[src/rtl/nibble_serial_adder_pkg.sv]
// Shared types and constants for the nibble-serial adder.
// Holds the FSM state encoding and the width of the shared adder slice.
package nibble_serial_adder_pkg;

  localparam int unsigned NIBBLE_W = 4;

  typedef enum logic [1:0] {
    IDLE = 2'd0,
    ADD  = 2'd1,
    DONE = 2'd2
  } state_t;

endpackage

[src/rtl/nibble_serial_adder_slice.sv]
// Combinational 4-bit ripple-carry adder slice (module nibble_add_slice).
// The serial adder top level shares one instance across every nibble.
module nibble_add_slice
  import nibble_serial_adder_pkg::*;
(
  input  logic [NIBBLE_W-1:0] x,
  input  logic [NIBBLE_W-1:0] y,
  input  logic                ci,
  output logic [NIBBLE_W-1:0] s,
  output logic                co
);

  logic [NIBBLE_W:0] c;

  always_comb begin
    c    = '0;
    s    = '0;
    c[0] = ci;
    for (int unsigned i = 0; i < NIBBLE_W; i++) begin
      s[i]   = x[i] ^ y[i] ^ c[i];
      c[i+1] = (x[i] & y[i]) | (x[i] & c[i]) | (y[i] & c[i]);
    end
    co = c[NIBBLE_W];
  end

endmodule

[src/rtl/nibble_serial_adder.sv]
// WIDTH-bit adder that processes one nibble per clock through a shared 4-bit slice.
// Define SUB_MODE_EN to add the `sub` port (a - b via stored ~b and forced carry-in).
module nibble_serial_adder
  import nibble_serial_adder_pkg::*;
#(
  parameter int unsigned WIDTH = 16
) (
  input  logic             clk,
  input  logic             rst_n,
  input  logic             in_valid,
  output logic             in_ready,
  input  logic [WIDTH-1:0] a,
  input  logic [WIDTH-1:0] b,
  input  logic             cin,
`ifdef SUB_MODE_EN
  input  logic             sub,
`endif
  output logic             out_valid,
  input  logic             out_ready,
  output logic [WIDTH-1:0] sum,
  output logic             cout
);

  localparam int unsigned NIB   = WIDTH / NIBBLE_W;
  localparam int unsigned IDX_W = (NIB > 1) ? $clog2(NIB) : 1;

  if ((WIDTH < NIBBLE_W) || ((WIDTH % NIBBLE_W) != 0)) begin : g_bad_width
    $error("nibble_serial_adder: WIDTH must be a multiple of 4 and >= 4");
  end

  state_t             state_q, state_d;
  logic [IDX_W-1:0]   idx_q, idx_d;
  logic               carry_q, carry_d;
  logic [WIDTH-1:0]   a_q, a_d;
  logic [WIDTH-1:0]   b_q, b_d;
  logic [WIDTH-1:0]   sum_q, sum_d;
  logic               cout_q, cout_d;
  logic               out_valid_q, out_valid_d;

  logic [NIBBLE_W-1:0] slice_x, slice_y, slice_s;
  logic                slice_co;
  logic                accept;
  logic [WIDTH-1:0]    b_load;
  logic                c_load;

  nibble_add_slice u_slice (
    .x  (slice_x),
    .y  (slice_y),
    .ci (carry_q),
    .s  (slice_s),
    .co (slice_co)
  );

  // Subtraction is folded into the load: the datapath only ever adds.
`ifdef SUB_MODE_EN
  assign b_load = sub ? ~b : b;
  assign c_load = sub ? 1'b1 : cin;
`else
  assign b_load = b;
  assign c_load = cin;
`endif

  assign in_ready  = (state_q == IDLE) || ((state_q == DONE) && out_ready);
  assign accept    = in_valid && in_ready;
  assign out_valid = out_valid_q;
  assign sum       = sum_q;
  assign cout      = cout_q;

  always_comb begin
    slice_x = '0;
    slice_y = '0;
    for (int unsigned i = 0; i < NIB; i++) begin
      if (idx_q == IDX_W'(i)) begin
        slice_x = a_q[i*NIBBLE_W +: NIBBLE_W];
        slice_y = b_q[i*NIBBLE_W +: NIBBLE_W];
      end
    end
  end

  always_comb begin
    state_d     = state_q;
    idx_d       = idx_q;
    carry_d     = carry_q;
    a_d         = a_q;
    b_d         = b_q;
    sum_d       = sum_q;
    cout_d      = cout_q;
    out_valid_d = out_valid_q;

    case (state_q)
      ADD: begin
        for (int unsigned i = 0; i < NIB; i++) begin
          if (idx_q == IDX_W'(i)) begin
            sum_d[i*NIBBLE_W +: NIBBLE_W] = slice_s;
          end
        end
        carry_d = slice_co;
        idx_d   = idx_q + IDX_W'(1);
        if (idx_q == IDX_W'(NIB - 1)) begin
          cout_d      = slice_co;
          out_valid_d = 1'b1;
          state_d     = DONE;
        end
      end
      DONE: begin
        if (out_ready) begin
          out_valid_d = 1'b0;
          state_d     = IDLE;
        end
      end
      default: ;
    endcase

    // Covers both IDLE and the back-to-back handoff out of DONE.
    if (accept) begin
      a_d         = a;
      b_d         = b_load;
      carry_d     = c_load;
      idx_d       = '0;
      sum_d       = '0;
      out_valid_d = 1'b0;
      state_d     = ADD;
    end
  end

  always_ff @(posedge clk or negedge rst_n) begin
    if (!rst_n) begin
      state_q     <= IDLE;
      idx_q       <= '0;
      carry_q     <= 1'b0;
      a_q         <= '0;
      b_q         <= '0;
      sum_q       <= '0;
      cout_q      <= 1'b0;
      out_valid_q <= 1'b0;
    end else begin
      state_q     <= state_d;
      idx_q       <= idx_d;
      carry_q     <= carry_d;
      a_q         <= a_d;
      b_q         <= b_d;
      sum_q       <= sum_d;
      cout_q      <= cout_d;
      out_valid_q <= out_valid_d;
    end
  end

endmodule

[config.mk]
export PLATFORM = sky130hd
export DESIGN_NAME = nibble_serial_adder
export DESIGN_NICKNAME = d
export VERILOG_FILES = /design/src/rtl/nibble_serial_adder_pkg.sv /design/src/rtl/nibble_serial_adder_slice.sv /design/src/rtl/nibble_serial_adder.sv
export SDC_FILE = /design/constraint.sdc
export NUM_CORES = 1
export LEC_CHECK = 0
export CAP_MARGIN = 25
export CORE_MARGIN = 3
export CORE_UTILIZATION = 54
export CTS_CLUSTER_DIAMETER = 100
export DETAILED_ROUTE_END_ITERATION = 12
export MAX_ROUTING_LAYER = met4
export PLACE_DENSITY = 0.85
export SLEW_MARGIN = 15
export SYNTH_ARGS = -nofsm -noshare
export SYNTH_HDL_FRONTEND = slang
export SYNTH_SLANG_ARGS = --single-unit
export TNS_END_PERCENT = 50
[constraint.sdc]
create_clock -name clk -period 6.8 [get_ports clk]
set_input_delay 1.02 -clock clk [delete_from_list [all_inputs] [get_ports clk]]
set_output_delay 1.02 -clock clk [all_outputs]
set_load 0.1 [all_outputs]
==> results.md, run 1 <==
* Clock insertion delay at the later pin of the skew report at roughly 0.3 ns
* CP peak stage delay at 1.16 ns
* Share of layout cells above drive strength 1 at 0.175
* Worst-margin pin slew at 0.978 ns
* Max Cap Violations at 0
* Number of nets with antenna violations after routing at 0
* Worst hold start: b_q[9]
* DP HPWL at approximately 3400 um
* Slew HR at 0.346
* Register bit total from synthesis at 54
* Fmax at 256 MHz
* Initial antenna violation count at 0
* Final WL at between 4000 and 5000 um
* Most frequent cells in the layout: 54 x dfrtp_1, 54 x clkdlybuf4s50_1, 33 x mux2_2
* Clk Tree Root Cell: clkbuf_8
* Worst Path Max Fanout at 2
* Total gr overflow at 0
* Cells after synthesis at slightly above 200
* Yosys Warn Count at 0
* PortBufs at 55
* Worst path required time at approximately 5.8 ns
* First-pass GRT wire length at a little under 8000 um
* Starting Density at 0.569
* R2R Setup Slk at roughly 2.9 ns
* Post-CTS resize count at 0
* CTS Buf Count at 5
* Vias in the first global route at ~1700
* Core area at 4440 sq um
* Syn nets at between 200 and 300
* Synth top area cells: dfrtp_1 53%, mux2_2 15%, mux2i_1 3.6%, fa_1 3.2%, a21oi_1 2.6%
* Worst hold endpoint: b_q[9]
* Worst R2R Start: idx_q[1]
* DIE AREA at 5540 sq um
* DR vias at between 1500 and 2000
* Num ports at between 50 and 60
* DRC viols at 0
* Levels on crit path at 4
* GP Congestion at about 0.76
* Die X at about 74 um
* Clock skew at ~0.010 ns
* Fin. Hold Viols at 0
* Crit path kind: in2out
* RSZ-0062 raised after global routing: no
* Storage cell area at around 1400 sq um
* Post-synth top area share at 0.535
* Routed length per instance at 15.7 um
* Synth-to-layout area growth at 25.8%
* HP Class: reg2reg
* Biggest area consumer among synthesized cells: dfrtp_1
* Final nets at approximately 300
* R2r worst-path depth at 13
* Fin. max-slew vios at 0
* Initial DRC Count at approximately 100
* H-tree depth at 2
* CTS tree: built
* N_diodes at 0
* Clock buffer depth at 2
* Synth unique cells at 24
* Sequential share of the synthesized area at 0.535
* Worst path bufs/invs at 3
* Cell family with most CP delay: buffers and inverters
* Multi-input logic area at 1050 sq um
* Row cnt at 24
* DR pass1 iterations at 4
* Largest net degree at the start of global routing at 55
* WP data arrival at between 2 and 3 ns
* Run status: finished, final reports clean
* CP endpoint kind: primary output
* Final setup vio count at 0
* Setup TNS at 0 ns
* Worst R2R End: sum[7]
* Critical Path Start Type: input pin
* Post CTS Setup Buffer Count at 0
* CP max-delay cell: clkdlybuf4s50_1
* Minimum clock period at 3.91 ns
* Die Span Y at between 70 and 80 um
* Hold buffer count at cts at 0
* Vias/cell at ~5.6
* Final Cycle Share at 0.575
* Clock transition at path regs at around 0.08 ns
* CP most frequent cell: clkdlybuf4s50_1
* GRT Util Overall at 0.193
* Clock sinks at 54
* Worst-path cell chain: clkdlybuf4s50_1 > inv_1 > a21oi_1 > clkdlybuf4s50_1
* Fill cell count at 321
* Mapped Area at around 2500 sq um
* Mean Syn Cell Area at around 12 sq um
* Hold path cells at 1
==> through the flow <==
step | util | area (sq um) | std cells | hold slack [ns] | setup WS (ns)
global route | 0.716 | 3180 | 309 | 0.534 | 2.67
finish | 0.716 | 3180 | 309 | 0.502 | 2.89
floorplan | - | 2530 | 205 | 0.458 | 3.18
global placement | 0.691 | 3070 | 301 | 0.477 | 2.91
detailed placement | 0.691 | 3070 | 301 | 0.484 | 2.89
CTS | 0.716 | 3180 | 309 | 0.505 | 2.89
==> routing by layer <==
layer	up-vias	GRT usage	share of wire
met4	0	0.0613	0.013
met5	-	-	0
li1	811	-	-
met2	47	0.306	0.49
met1	854	0.256	0.45
met3	8	0.0284	0.043
==> worst max path at each step <==
stage / startpoint / endpoint
3_5_place_dp: out_ready / in_ready
2_1_floorplan: out_ready / in_ready
6_report: out_ready / in_ready
4_1_cts: out_ready / in_ready
3_3_place_gp: out_ready / in_ready
5_1_grt: idx_q[1] / sum[7]
==> kinds of logic (layout without fill, tap and decap cells) <==
family / count (synthesis) / in the layout / share of synthesized area
buffers and inverters: 25 / 77 / 0.0505
multiplexers: 44 / 44 / 0.192
AO/OA/AOI/OAI: 31 / 31 / 0.0901
flip-flops: 54 / 54 / 0.535
AND/OR/NAND/NOR: 42 / 42 / 0.0782
XOR/XNOR: 1 / 1 / 0.00347
adder cells (fa/ha/maj): 8 / 8 / 0.0515
==> cells in the mapped netlist <==
| master | instances |
|---|---|
| a211oi_4 | 1 |
| a21o_1 | 1 |
| a21oi_1 | 13 |
| a221o_1 | 4 |
| a221oi_1 | 4 |
| a22oi_1 | 4 |
| buf_2 | 3 |
| buf_4 | 2 |
| buf_6 | 3 |
| clkbuf_1 | 5 |
| dfrtp_1 | 54 |
| fa_1 | 4 |
| ha_1 | 4 |
| inv_1 | 12 |
| mux2_1 | 2 |
| mux2_2 | 33 |
| mux2i_1 | 9 |
| nand2_1 | 12 |
| nand3_1 | 8 |
| nand3b_1 | 4 |
| nor2_1 | 12 |
| nor2b_1 | 6 |
| o31ai_1 | 4 |
| xnor2_1 | 1 |
==> layout make-up <==
cell class              count  share of cell area
well taps                  52              0.0205
flip-flops and latches     54               0.425
inverters                  12              0.0142
multi-input cells         126               0.330
repair buffers             57               0.176
clock buffers               8              0.0346
==> registers in the layout, indices dropped and copies added, names as in the netlist <==
name	cells
a_q	16
b_q	16
sum	16
idx_q	2
carry_q	1
cout	1
out_valid	1
state_q	1
Power of run 1 is not shown: default switching activity piles up to over one toggle a cycle in this logic, so the estimate is an artifact.
==> inputs of run 2 (changes only) <==
Settings changed: CORE_UTILIZATION 54 to 50, PLACE_DENSITY 0.85 to 0.79.
Clock period 6.8 ns to 3.9 ns, I/O delays scaled along.
==> run 2 against run 1 <==
  * Cell count is 6.1% higher
  * Clock-buffer cell count is 2 lower
  * Flip-flop and latch count unchanged
  * Critical endpoint is now sum[3]
  * Highest routed layer unchanged
==> results.md, run 2 (same netlist as run 1, synthesis figures left out) <==
* Run status: finished, final reports clean
* DP HPWL at 3690 um (+8.5%)
* Final setup vio count at 0 (unchanged)
* Initial antenna violation count at 0 (unchanged)
* RSZ-0062 raised after global routing: no
* CP endpoint kind: flop
* Clock transition at path regs at 0.10 ns (+0.02 ns)
* CTS Buf Count at 5 (unchanged)
* Clock buffer depth at 2 (unchanged)
* Clock insertion delay at the later pin of the skew report at 0.31 ns (about the same)
* Worst path required time at 4.06 ns (-1.72 ns)
* Clock sinks at 54 (unchanged)
* DIE AREA at 5940 sq um (+7.3%)
* DR vias at 1736 (+0.93%)
* Storage cell area at 1350 sq um (unchanged)
* Slew HR at 0.346 (about the same)
* Die Span Y at 77.1 um (+3.6%)
* Synth-to-layout area growth at 27.2%
* Most frequent cells in the layout: 54 x dfrtp_1, 53 x clkdlybuf4s50_1, 33 x mux2_2
* PortBufs at 55 (unchanged)
* Die X at 77.1 um (+3.6%)
* CP peak stage delay at 0.46 ns (-0.70 ns)
* WP data arrival at 3.60 ns (+0.71 ns)
* Starting Density at 0.525 (-0.0440)
* Post-CTS resize count at 0 (unchanged)
* H-tree depth at 2 (unchanged)
* DRC viols at 0 (unchanged)
* Final WL at 4900 um (+1.3%)
* Largest net degree at the start of global routing at 55 (unchanged)
* Fill cell count at 418 (+30%)
* Worst path bufs/invs at 3 (unchanged)
* Fin. max-slew vios at 0 (unchanged)
* Hold buffer count at cts at 0 (unchanged)
* Core area at 4820 sq um (+8.4%)
* DR pass1 iterations at 6 (+2)
* Crit path kind: reg2reg
* GRT Util Overall at 0.182 (-0.0110)
* Cell family with most CP delay: adder cells
* Setup TNS at 0 ns (unchanged)
* Share of layout cells above drive strength 1 at 0.188 (+0.0126)
* Initial DRC Count at 131 (+26%)
* Final nets at 305 (+1.3%)
* Vias in the first global route at 1766 (+6.0%)
* Max Cap Violations at 0 (unchanged)
* Worst Path Max Fanout at 4 (+2)
* CP max-delay cell: fa_1
* Final Cycle Share at 0.882
* N_diodes at 0 (unchanged)
* Number of nets with antenna violations after routing at 0 (unchanged)
* Fin. Hold Viols at 0 (unchanged)
* Multi-input logic area at 1050 sq um (unchanged)
* Total gr overflow at 0 (unchanged)
* Vias/cell at 5.29 (-4.9%)
* Critical Path Start Type: flop
* Row cnt at 25 (+4.2%)
* Worst-path cell chain: inv_1 > ha_1 > nor2b_1 > a221oi_1 > o31ai_1 > fa_1 > inv_1 > fa_1 > fa_1 > inv_1 > fa_1 > nand3_1 > a21oi_1
* First-pass GRT wire length at 8420 um (+6.8%)
* Fmax at between 200 and 300 MHz
* Minimum clock period at around 3.4 ns
* GP Congestion at 0.800 (+5.8%)
* Routed length per instance at 14.9 um (-4.6%)
* Clk Tree Root Cell: clkbuf_8
* CTS tree: built
* HP Class: in2async
* Most common cell after layout, fill and taps aside: dfrtp_1
* CP most frequent cell: fa_1
* Num ports at 56 (unchanged)
* Worst-margin pin slew at 0.978 ns (+0.000190 ns)
* Clock skew at 0.0110 ns (+0.000521 ns)
* Post CTS Setup Buffer Count at 0 (unchanged)
run 2: final cells by class:
cell class                 instances  share of cell area
multi-input combinational        126               0.326
inverter                          12              0.0140
clock inverter                     2             0.00428
timing repair buffer              61               0.187
clock buffer                       6              0.0226
sequential                        54               0.420
tap                               67              0.0261
run 2: layer usage:
metal | vias up | share of wire | GRT usage
met4 | 0 | 0.010 | 0.0463
met3 | 7 | 0.041 | 0.0329
met2 | 43 | 0.50 | 0.294
li1 | 822 | - | -
met1 | 864 | 0.45 | 0.239
met5 | - | 0 | -
run 2: path summary, 6_finish.rpt:
path	startpoint	endpoint	slack, ns	cells after the start
max	idx_q[0]	sum[3]	0.46	13
min	rst_n	sum[14]	0.39	2
max reg2reg	idx_q[0]	sum[3]	0.46	13
min reg2reg	b_q[9]	b_q[9]	0.50	1
max in group asynchronous	rst_n	b_q[9]	3.08	2
min in group clk	b_q[9]	b_q[9]	0.50	1
run 2: per-stage QoR:
step | instance area [sq um] | setup WS, ns | hold slack, ns | std cells | util
2_1_floorplan | 2530 | 0.702 | 0.289 | 205 | -
3_3_place_gp | 3130 | 0.579 | 0.471 | 320 | 0.650
3_5_place_dp | 3130 | 0.476 | 0.480 | 320 | 0.650
4_1_cts | 3220 | 0.450 | 0.421 | 328 | 0.668
5_1_grt | 3220 | 0.195 | 0.449 | 328 | 0.668
6_report | 3220 | 0.460 | 0.391 | 328 | 0.668
Power of run 2 is left out for the same reason.
